--- src/rtl/gpio_led_periph.sv ---
// Memory-mapped GPIO / LED peripheral: set/clear/toggle on the GPIO port plus per-LED duty registers.
// Define LED_PWM_EN to build the 8-bit PWM engine; otherwise each LED simply follows bit 7 of its duty register.
//
// state | meaning
// IDLE  | waiting for bus_valid; the write and read capture happen on the accepting edge
// ACK   | bus_ready high for one cycle, bus_valid ignored
module gpio_led_periph #(
  parameter int          PWM_DIV  = 4,
  parameter logic [31:0] ID_VALUE = 32'h0000_6710
) (
  input  logic        clk,
  input  logic        rst,
  input  logic        bus_valid,
  input  logic        bus_we,
  input  logic [2:0]  bus_addr,
  input  logic [31:0] bus_wdata,
  output logic [31:0] bus_rdata,
  output logic        bus_ready,
  output logic [7:0]  gpio_out,
  output logic        led_r_n,
  output logic        led_g_n,
  output logic        led_b_n
);

  typedef enum logic {S_IDLE, S_ACK} state_t;

  state_t      state, state_nxt;
  logic [7:0]  out_q, duty_r, duty_g, duty_b;
  logic [7:0]  out_nxt, duty_r_nxt, duty_g_nxt, duty_b_nxt;
  logic [31:0] rdata_q, rdata_nxt;
  logic        unused_wdata;

  assign unused_wdata = ^bus_wdata[31:8];

  always_ff @(posedge clk or posedge rst) begin
    if (rst) state <= S_IDLE;
    else     state <= state_nxt;
  end

  // rdata_nxt defaults to 0 so the read bus clears itself once ACK ends.
  always_comb begin
    state_nxt  = state;
    out_nxt    = out_q;
    duty_r_nxt = duty_r;
    duty_g_nxt = duty_g;
    duty_b_nxt = duty_b;
    rdata_nxt  = '0;
    case (state)
      S_IDLE: begin
        if (bus_valid) begin
          state_nxt = S_ACK;
          if (bus_we) begin
            case (bus_addr)
              3'd0:    out_nxt = bus_wdata[7:0];
              3'd1:    out_nxt = out_q | bus_wdata[7:0];
              3'd2:    out_nxt = out_q & ~bus_wdata[7:0];
              3'd3:    out_nxt = out_q ^ bus_wdata[7:0];
              3'd4:    duty_r_nxt = bus_wdata[7:0];
              3'd5:    duty_g_nxt = bus_wdata[7:0];
              3'd6:    duty_b_nxt = bus_wdata[7:0];
              default: ;
            endcase
          end else begin
            case (bus_addr)
              3'd0, 3'd1, 3'd2, 3'd3: rdata_nxt = {24'd0, out_q};
              3'd4:    rdata_nxt = {24'd0, duty_r};
              3'd5:    rdata_nxt = {24'd0, duty_g};
              3'd6:    rdata_nxt = {24'd0, duty_b};
              default: rdata_nxt = ID_VALUE;
            endcase
          end
        end
      end
      S_ACK:   state_nxt = S_IDLE;
      default: state_nxt = S_IDLE;
    endcase
  end

  always_ff @(posedge clk or posedge rst) begin
    if (rst) begin
      out_q   <= '0;
      duty_r  <= '0;
      duty_g  <= '0;
      duty_b  <= '0;
      rdata_q <= '0;
    end else begin
      out_q   <= out_nxt;
      duty_r  <= duty_r_nxt;
      duty_g  <= duty_g_nxt;
      duty_b  <= duty_b_nxt;
      rdata_q <= rdata_nxt;
    end
  end

  assign bus_ready = (state == S_ACK);
  assign bus_rdata = rdata_q;
  assign gpio_out  = out_q;

`ifdef LED_PWM_EN
  localparam int PW = (PWM_DIV > 1) ? $clog2(PWM_DIV) : 1;

  logic [PW-1:0] presc;
  logic          presc_wrap;
  logic [7:0]    pwm_cnt, act_r, act_g, act_b;

  assign presc_wrap = (presc == PW'(PWM_DIV - 1));

  // Shadow duties reload only at the 255->0 wrap so a period is never cut short.
  always_ff @(posedge clk or posedge rst) begin
    if (rst) begin
      presc   <= '0;
      pwm_cnt <= '0;
      act_r   <= '0;
      act_g   <= '0;
      act_b   <= '0;
      led_r_n <= 1'b1;
      led_g_n <= 1'b1;
      led_b_n <= 1'b1;
    end else begin
      presc <= presc_wrap ? '0 : presc + PW'(1);
      if (presc_wrap) begin
        pwm_cnt <= pwm_cnt + 8'd1;
        if (pwm_cnt == 8'hFF) begin
          act_r <= duty_r;
          act_g <= duty_g;
          act_b <= duty_b;
        end
      end
      led_r_n <= ~(pwm_cnt < act_r);
      led_g_n <= ~(pwm_cnt < act_g);
      led_b_n <= ~(pwm_cnt < act_b);
    end
  end
`else
  // Registered from the next duty value so the LED changes in the ACK cycle.
  always_ff @(posedge clk or posedge rst) begin
    if (rst) begin
      led_r_n <= 1'b1;
      led_g_n <= 1'b1;
      led_b_n <= 1'b1;
    end else begin
      led_r_n <= ~duty_r_nxt[7];
      led_g_n <= ~duty_g_nxt[7];
      led_b_n <= ~duty_b_nxt[7];
    end
  end
`endif

endmodule

--- config.mk ---
export PLATFORM = sky130hd
export DESIGN_NAME = gpio_led_periph
export DESIGN_NICKNAME = d
export VERILOG_FILES = /design/src/rtl/gpio_led_periph.sv
export SDC_FILE = /design/constraint.sdc
export NUM_CORES = 1
export LEC_CHECK = 0
export CORE_UTILIZATION = 50
export CTS_CLUSTER_DIAMETER = 40
export DETAILED_ROUTE_END_ITERATION = 10
export GPL_TIMING_DRIVEN = 0
export MAX_ROUTING_LAYER = met4
export PLACE_DENSITY = 0.85
export SLEW_MARGIN = 20
export SYNTH_ARGS = -nofsm -noshare
export SYNTH_HDL_FRONTEND = slang
export SYNTH_SLANG_ARGS = --single-unit
--- constraint.sdc ---
create_clock -name clk -period 4.4 [get_ports clk]
set_input_delay 0.66 -clock clk [delete_from_list [all_inputs] [get_ports clk]]
set_output_delay 0.66 -clock clk [all_outputs]
set_load 0.01 [all_outputs]
==> run_results.csv <==
group,metric,value,unit
clocking,clkTransAtPathRegs,0.09,ns
finish,final_cell_count_no_fill,349,
route,avgRoutedWirePerCell,13.93,µm
yosys,ys_ff_latch,45,
finish,area_growth_syn_to_layout,26.18,%
power,intPower,0.0009969,W
finish,nNetsFinal,333,
clocking,ctsResizeCount,0,
timing,fin_setup_tns,0,ns
power,switchingPower,0.0003836,W
clocking,post_cts_buffers,0,
critical_path,cp-end-kind,"register",
floorplanning,die_x,74.58,µm
finish,final_area,0.003323,mm²
timing,slew_headroom,40.12,%
yosys,synthTopCellsByCount,"dfrtp_1 (42), inv_1 (25), mux2_2 (25), buf_4 (24), ha_1 (16)",
timing,worst-slew-pin-transition,0.8933,ns
placed_design,post-dp-hpwl,3496,µm
yosys,synth_warnings,0,
critical_path,path_class,"in2reg",
placed_design,port_buffers,38,
timing,clock_skew,0.01266,ns
clocking,h-tree-depth,2,
yosys,synthArstFlopShare,100.0,%
floorplanning,core,0.005075,mm²
global_route,grt_max_degree,30,
clocking,cts_root_buf,"clkbuf_8",
route,ant_nets,0,
timing,hold_ws,0.4450,ns
global_route,grt_usage,20.62,%
global_route,antenna_found_initial,0,
route,dr_total_vias,1702,
yosys,synth_ff_type,"dfrtp_1",
power,ir_worst_vdd,0.1826,mV
route,routed_wl,4860,µm
job,drv_cap,0,
yosys,synthesis.area,0.002634,mm²
yosys,ys_seq_area_share,42.90,%
timing,slew_viol_final,0,
route,via_per_inst,4.877,
power,power.share.switching,27.79,%
clocking,cts_buffers,5,
critical_path,cp-start-kind,"input pin",
run_status,status,"complete, no violations",
clocking,cts_hold_buf,0,
yosys,synth.area.top_cells,"dfrtp_1 (40%), mux2_2 (11%), ha_1 (7.6%), buf_4 (6.8%), mux4_2 (6.0%)",
placed_design,finalWeightedCongestion,0.7453,
placed_design,place_inst,341,
critical_path,r2r_slack,2.52,ns
floorplanning,die_area,0.005561,mm²
global_route,first_global_vias,1709,
route,drt_iter0_drc,104,
yosys,synth.most_common_cell,"dfrtp_1",
clocking,clock_sinks,45,
power,seqPwrFrac,43.1,%
yosys,synth_area_leader_cell,"dfrtp_1",
yosys,avgSynthCellArea,12.31,µm²
clocking,cts_max_path_buffers,2,
yosys,syn-instance-count,214,
min_path,hold_class,"reg2reg",
clocking,tritoncts,"done",
timing,finalHoldViolCount,0,
route,drc,0,
route,first_pass_iters,4,
power,p_leak,1.619,nW
power,clkPwrFrac,26.8,%
power,power.density,415.4,mW/mm²
finish,layout-drive-gt1-share,33.33,%
timing,fmax,402.3,MHz
floorplanning,initial_core_util,51.90,%
floorplanning,die_h,74.58,µm
placed_design,placed_area,0.003189,mm²
yosys,synth_cell_types,31,
global_route,overflow,0,
critical_path,critical_path_arrival,2.68,ns
power,pwr-share-comb,30.1,%
timing,setup_violations,0,
global_route,grt_pass1_wl,8114,µm
power,total_power,0.001381,W
timing,layout_min_cycle_time,2.486,ns
clocking,clk_latency,0.31,ns
yosys,yosysTopAreaCellShare,39.90,%
finish,diodes,0,
critical_path,required,4.59,ns
critical_path,cp_max_fo,10,
floorplanning,top_level_ports,83,
timing,rsz0062_at_grt,"no",
floorplanning,rows,26,
timing,final.period_utilization,56.50,%
yosys,synth-edff-count,0,
critical path: stages:
cell and delay [ns]:
clkdlybuf4s50_1 0.60, buf_6 0.25, nor3_2 0.74, mux2_2 0.42
through the flow:
stage                     setup WS, ns  util (%)
after detailed placement         1.597     62.85
after global placement           1.637     62.45
after floorplan                  2.535         -
final                            1.914     65.48
after CTS                        1.910     65.48
after global routing             1.825     65.48
sequential cells by signal, summed over array words and instances (netlist names):
| register | flops |
|---|---|
| duty_g | 8 |
| led_b_n | 1 |
| gpio_out | 8 |
| bus_rdata | 9 |
| duty_b | 8 |
| duty_r | 8 |
| bus_ready | 1 |
| led_r_n | 1 |
| led_g_n | 1 |
logic make-up after synthesis:
| group | share of synthesized area, % |
|---|---|
| buffers and inverters | 12.11 |
| multiplexers | 26.03 |
| flip-flops | 42.90 |
| AND/OR/NAND/NOR | 8.314 |
| adder cells (fa/ha/maj) | 7.601 |
| AO/OA/AOI/OAI | 2.898 |
| other | 0.1424 |
power groups by stage:
stage,clock (W),combinational [W],sequential (W)
final,0.000370,0.000416,0.000595
after global routing,0.000392,0.000465,0.000609
after CTS,0.000372,0.000421,0.000595
after detailed placement,0,0.000419,0.000602
after global placement,0,0.000395,0.000596
after floorplan,0,0.000243,0.000604
layout make-up:
type / instances / area (µm²)
fillers: 400 / 1752
flip-flops and latches: 45 / 1130
multi-input cells: 131 / 1252
well taps: 70 / 87.58
repair buffers: 39 / 400.4
clock inverters: 3 / 65.06
clock buffers: 5 / 68.82
inverters: 25 / 93.84
plain buffers: 31 / 225.2
routing by layer:
metal / GRT usage, % / share of wire, % / up-vias
met3: 3.117 / 4.5 / 8
met2: 34.53 / 50 / 51
li1: - / - / 817
met5: - / 0 / -
met1: 25.24 / 43 / 826
met4: 7.547 / 1.9 / 0
layout by cell type (no fill, tap or decap), types with 2 or more instances in the layout:
cell,Yosys,layout
dfrtp_1,42,42
clkdlybuf4s50_1,0,38
mux2_2,25,25
inv_1,25,24
buf_4,24,24
conb_1,1,19
ha_1,16,16
mux2i_1,10,10
nor2_1,9,9
nand2_1,8,8
mux2_4,8,8
mux4_2,7,7
or2_2,6,6
a311oi_1,6,6
clkbuf_8,0,5
buf_2,3,3
nand2b_1,3,3
dfstp_2,3,3
buf_6,2,2
clkbuf_1,2,2
nor2b_1,2,2
bufinv_16,0,2
worst paths after layout:
path                        startpoint      endpoint  depth (start not counted)
min                          duty_g[7]       led_g_n                          1
max reg2reg                  bus_ready     duty_g[3]                          3
min reg2reg                  duty_g[7]       led_g_n                          1
max                        bus_addr[1]     duty_g[3]                          4
min in group asynchronous          rst  bus_rdata[2]                          2
max in group asynchronous          rst       led_b_n                          3
No activity file was read; power rests on OpenSTA's default activity.
